--- src/rtl/lcd_msg_arbiter.sv ---
// rtl/lcd_msg_arbiter.sv - HD44780 8-bit bus owner: power-up init, then round-robin 16-char line writes for two producers
module lcd_msg_arbiter #(
    parameter int EN_CYCLES = 4,
    parameter int CMD_WAIT  = 8,
    parameter int CLR_WAIT  = 64
) (
    input  logic         clk,
    input  logic         rst,
    input  logic [1:0]   req,
    input  logic [1:0]   line_sel,
    input  logic [127:0] msg0,
    input  logic [127:0] msg1,
    output logic [1:0]   gnt,
    output logic [1:0]   done,
    output logic         init_done,
    output logic         busy,
    output logic [7:0]   lcd_data,
    output logic         lcd_rs,
    output logic         lcd_rw,
    output logic         lcd_en
);
    localparam int CNT_MAX = (EN_CYCLES > CLR_WAIT) ? EN_CYCLES : CLR_WAIT;
    localparam int CW      = $clog2(CNT_MAX + 1);
    localparam logic [CW-1:0] EN_LOAD  = CW'(EN_CYCLES - 1);
    localparam logic [CW-1:0] CMD_LOAD = CW'(CMD_WAIT - 1);
    localparam logic [CW-1:0] CLR_LOAD = CW'(CLR_WAIT - 1);
    localparam logic [CW-1:0] CNT_ONE  = CW'(1);

    typedef enum logic [2:0] {M_INIT, M_IDLE, M_ADDR, M_CHARS, M_DONE} main_t;
    typedef enum logic [1:0] {W_IDLE, W_SETUP, W_PULSE, W_HOLD} wr_t;

    main_t         main_q, main_d;
    wr_t           wr_q, wr_d;
    logic [CW-1:0] cnt_q, cnt_d;
    logic [1:0]    init_idx_q, init_idx_d;
    logic [3:0]    char_idx_q, char_idx_d;
    logic [127:0]  buf_q, buf_d;
    logic [7:0]    data_q, data_d;
    logic          rs_q, rs_d;
    logic          owner_q, owner_d;
    logic          last_q, last_d;
    logic          init_done_q, init_done_d;
    logic          slot_end;
    logic          winner;

    function automatic logic [7:0] init_cmd(input logic [1:0] idx);
        case (idx)
            2'd0:    init_cmd = 8'h38;
            2'd1:    init_cmd = 8'h0C;
            2'd2:    init_cmd = 8'h01;
            default: init_cmd = 8'h06;
        endcase
    endfunction

    always_ff @(posedge clk) begin
        if (rst) begin
            main_q      <= M_INIT;
            wr_q        <= W_IDLE;
            cnt_q       <= '0;
            init_idx_q  <= '0;
            char_idx_q  <= '0;
            buf_q       <= '0;
            data_q      <= '0;
            rs_q        <= 1'b0;
            owner_q     <= 1'b0;
            // "last served = 1" so requester 0 wins the first tie
            last_q      <= 1'b1;
            init_done_q <= 1'b0;
        end else begin
            main_q      <= main_d;
            wr_q        <= wr_d;
            cnt_q       <= cnt_d;
            init_idx_q  <= init_idx_d;
            char_idx_q  <= char_idx_d;
            buf_q       <= buf_d;
            data_q      <= data_d;
            rs_q        <= rs_d;
            owner_q     <= owner_d;
            last_q      <= last_d;
            init_done_q <= init_done_d;
        end
    end

    always_comb begin
        main_d      = main_q;
        wr_d        = wr_q;
        cnt_d       = cnt_q;
        init_idx_d  = init_idx_q;
        char_idx_d  = char_idx_q;
        buf_d       = buf_q;
        data_d      = data_q;
        rs_d        = rs_q;
        owner_d     = owner_q;
        last_d      = last_q;
        init_done_d = init_done_q;

        slot_end = (wr_q == W_HOLD) && (cnt_q == '0);
        winner   = (req == 2'b11) ? ~last_q : req[1];

        case (wr_q)
            W_SETUP: begin
                wr_d  = W_PULSE;
                cnt_d = EN_LOAD;
            end
            W_PULSE: begin
                if (cnt_q == '0) begin
                    wr_d  = W_HOLD;
                    cnt_d = (!rs_q && data_q == 8'h01) ? CLR_LOAD : CMD_LOAD;
                end else begin
                    cnt_d = cnt_q - CNT_ONE;
                end
            end
            W_HOLD: begin
                if (cnt_q != '0) cnt_d = cnt_q - CNT_ONE;
            end
            default: ;
        endcase

        case (main_q)
            M_INIT: begin
                if (wr_q == W_IDLE) begin
                    wr_d   = W_SETUP;
                    data_d = init_cmd(init_idx_q);
                    rs_d   = 1'b0;
                end else if (slot_end) begin
                    if (init_idx_q == 2'd3) begin
                        main_d      = M_IDLE;
                        wr_d        = W_IDLE;
                        init_done_d = 1'b1;
                    end else begin
                        init_idx_d = init_idx_q + 2'd1;
                        data_d     = init_cmd(init_idx_q + 2'd1);
                        wr_d       = W_SETUP;
                    end
                end
            end
            M_IDLE: begin
                if (|req) begin
                    main_d  = M_ADDR;
                    owner_d = winner;
                    buf_d   = winner ? msg1 : msg0;
                    data_d  = line_sel[winner] ? 8'hC0 : 8'h80;
                    rs_d    = 1'b0;
                    wr_d    = W_SETUP;
                end
            end
            M_ADDR: begin
                if (slot_end) begin
                    main_d     = M_CHARS;
                    char_idx_d = '0;
                    data_d     = buf_q[127:120];
                    buf_d      = {buf_q[119:0], 8'h00};
                    rs_d       = 1'b1;
                    wr_d       = W_SETUP;
                end
            end
            M_CHARS: begin
                if (slot_end) begin
                    if (char_idx_q == 4'd15) begin
                        main_d = M_DONE;
                        wr_d   = W_IDLE;
                    end else begin
                        char_idx_d = char_idx_q + 4'd1;
                        data_d     = buf_q[127:120];
                        buf_d      = {buf_q[119:0], 8'h00};
                        wr_d       = W_SETUP;
                    end
                end
            end
            M_DONE: begin
                main_d = M_IDLE;
                last_d = owner_q;
            end
            default: main_d = M_INIT;
        endcase
    end

    assign gnt       = (main_q == M_ADDR || main_q == M_CHARS) ? (owner_q ? 2'b10 : 2'b01) : 2'b00;
    assign done      = (main_q == M_DONE) ? (owner_q ? 2'b10 : 2'b01) : 2'b00;
    assign busy      = (main_q != M_IDLE);
    assign init_done = init_done_q;
    assign lcd_data  = data_q;
    assign lcd_rs    = rs_q;
    assign lcd_rw    = 1'b0;
    assign lcd_en    = (wr_q == W_PULSE);

endmodule
--- config.mk ---
export PLATFORM = sky130hd
export DESIGN_NAME = lcd_msg_arbiter
export DESIGN_NICKNAME = d
export VERILOG_FILES = /design/src/rtl/lcd_msg_arbiter.sv
export SDC_FILE = /design/constraint.sdc
export NUM_CORES = 1
export LEC_CHECK = 0
export BUFFER_PORTS_ARGS = -buffer_cell sky130_fd_sc_hd__buf_2
export CAP_MARGIN = 20
export CORE_ASPECT_RATIO = 1.4
export CORE_UTILIZATION = 47
export DETAILED_ROUTE_END_ITERATION = 7
export GPL_ROUTABILITY_DRIVEN = 0
export PLACE_DENSITY = 0.78
export SETUP_SLACK_MARGIN = 0.2
export SLEW_MARGIN = 20
export SYNTH_ARGS = -nofsm -noshare
export SYNTH_HDL_FRONTEND = slang
export SYNTH_SLANG_ARGS = --single-unit
--- constraint.sdc ---
create_clock -name clk -period 1.9 [get_ports clk]
set_input_delay 0.38 -clock clk [delete_from_list [all_inputs] [get_ports clk]]
set_output_delay 0.38 -clock clk [all_outputs]
set_load 0.005 [all_outputs]
==> results.yml <==
synthesis:
  synth_nets: 1336
  async_reset_ff_frac: 0
  seq_area_frac_synth: 0.369
  ys_ff_latch: 158
  synth_ff_type: "dfxtp_1"
  synthMuxAreaShare: 0.157
  synth_top_family_by_area: "compound AO/OA/AOI/OAI gates"
  yosys.cell_types.count: 54
  synth_compound_area_frac: 0.234
  synthCells: 1064
  syn_area_um2: 8560
  synth_fa_ha_area_frac: 0.0146
  synth_area_per_cell_um2: 8.05
  synth_xor_area_frac: 0.00409
  yosys_warnings: 0
  synth_simple_gate_area_share: 0.164
  synth_edf_count: 0
setup_path:
  start_kind: "flip-flop"
  rr_endpoint: "buf_q[115]"
  cp.arrival_ps: 2580
  crit_path_end: "buf_q[115]"
  path_class: "flip-flop to flip-flop"
  rrSetupSlack_ps: -340
  worstPathRequired_ps: 2240
  r2r_cells: 10
  worstReg2RegStart: "cnt_q[1]"
  setup.worst_path.start: "cnt_q[1]"
  end_kind: "flip-flop"
  crit_fanout: 7
timing:
  hold_ws_ps: 367
  rsz0062_at_grt: "true"
  tightest_slew_ps: 657
  fin_ws_ps: -340
  setup_viol: 150
  slew-limit-headroom: 0.562
  slew_violations: 0
  hold_viol_final: 0
  max_freq_mhz: 446
  post-route-period-util: 1.18
  finalCriticalPeriod_ps: 2240
  skew_ps: 10.7
die:
  ioPinCount: 279
  start_util: 0.478
  fp.coreArea_um2: 17900
  design.die.area_um2: 18800
  rows: 58
  die_h_um: 162
  chipWidth_um: 116
global_routing:
  grt_overflow_total: 0
  grt.total_usage: 0.278
  antenna_found_initial: 1
  grt_max_degree: 108
  grt_pass1_wl_um: 41000
  grt_pass1_vias: 8538
drt:
  routed_wl_um: 29900
  ant_nets: 0
  viasPerCell: 5.76
  drcViolationCount: 0
  first_iter_violations: 715
  post_drt_wl_per_cell_um: 18.3
  dr.pass1.iters: 5
  vias: 9416
clocking:
  clk_latency_ps: 430
  cts_max_level: 4
  clockBufferDepth: 2
  cts-buffers-inserted: 17
  clkTransAtPathRegs_ps: 60
  cts_root_buffer: "clkbuf_16"
  tritoncts: "built"
  cts_num_sinks: 158
flow_run:
  maxCapViolations: 0
placement:
  place_hpwl_um: 16900
  portBuffers: 277
  post_dp_cell_area_um2: 10700
  dp.cells: 1554
pwr:
  power_mw: 10.5
  powerDensity_nw_per_um2: 819
  peakVddDrop_v: 0.000608
  power.leakage_nw: 5.30
final_layout:
  nNetsFinal: 1654
  synthToLayoutAreaGrowth_pct: 49.4
  drive_gt1_frac: 0.400
  final_area_um2: 12800
  stdcell_count: 1635
outcome:
  status: "finished with violations"
  violations: "setup timing"
min_path:
  hold_path_class: "input pin to flip-flop"
  hold_start: "req[0]"
[layer usage]
metal | track usage | vias up | share of wire
met5 | 0 | - | 0
met4 | 0.133 | 0 | 0.049
met3 | 0.0354 | 117 | 0.047
met2 | 0.488 | 398 | 0.52
met1 | 0.331 | 4450 | 0.38
li1 | - | 4451 | -
[layout make-up]
cell class	count	area, um^2
inverters	12	50.0
multi-input cells	795	5510
clock inverters	10	161
fillers	1281	5130
diodes	1	2.50
clock buffers	21	470
well taps	240	300
repair buffers	398	3120
flip-flops and latches	158	3180
[cells in the mapped netlist, drive strengths merged (7+ instances only)]
cell type / n / area share
mux2i: 123 / 0.14
buf: 51 / 0.030
mux2: 10 / 0.013
a22oi: 7 / 0.0061
ha: 10 / 0.015
clkbuf: 48 / 0.021
nand2: 257 / 0.11
nor3: 14 / 0.0088
nor2: 29 / 0.013
dfxtp: 158 / 0.37
nand3: 13 / 0.0082
inv: 12 / 0.0053
o211ai: 120 / 0.11
a21oi: 148 / 0.089
a311oi: 7 / 0.0086
[placed cells by master, fill, tap and decap left out, drive strengths merged, types with 4 or more instances in the layout]
master	instances
buf	389
nand2	257
dfxtp	158
a21oi	148
mux2i	123
o211ai	120
clkbuf	30
nor2	29
nor3	14
nand3	13
inv	12
mux2	10
ha	10
a22oi	7
a311oi	7
nand2b	6
o21ai	5
nor4	5
a211o	4
xnor2	4
bufinv	4
[state kept, by name, summed over array words and instances, names as in the netlist, 2 cells and up]
signal	flops
main_q	3
char_idx_q	4
init_idx_q	2
lcd_data	8
cnt_q	7
wr_q	2
buf_q	128
[kinds of logic (layout without fill, tap and decap cells)]
kind of cell               count (synthesis)  after routing
and+or+nand+nor                          338            338
AOI/OAI and AO/OA                        309            309
DFF                                      158            158
muxes                                    133            133
buffers and inverters                    111            441
adders and majority gates                 10             10
xor gates and xnor gates                   4              4
other                                      1              2
[critical path, cell delays in order, from the launching register on]
cell and delay (ps):
dfxtp_2 330, inv_2 80, ha_4 150, nor4b_4 260, nand3_2 170, a2111oi_4 380
buf_6 250, buf_12 140, buf_16 110, o211ai_1 80, a21oi_1 200
[report_power, final]
group	internal [mW]	leakage [nW]	switching, mW
clock	2.29	0.301	1.37
combinational	1.62	3.72	1.57
sequential	3.46	1.28	0.168
[worst min-delay path by stage]
stage | endpoint | cells after the start
6_report | owner_q | 4
5_1_grt | buf_q[69] | 5
4_1_cts | owner_q | 4
3_5_place_dp | buf_q[15] | 2
3_3_place_gp | buf_q[14] | 2
2_1_floorplan | last_q | 1
[timing repair]
item,in CTS,in global routing
pin swaps,23,43
resized for setup,66,110
cloned,12,10
setup buffers,13,14
endpoints found under the setup margin,154,160
hold buffers,0,0
[per-stage QoR]
stage,setup TNS (ps),util,worst slack (ps)
finish,-34180,0.714,-340
global route,-45900,0.714,-465
CTS,-19810,0.668,-225
detailed placement,-12850,0.596,-238
global placement,-8360,0.596,-175
floorplan,-278,-,-72.3
(Power assumes the default switching activity.)
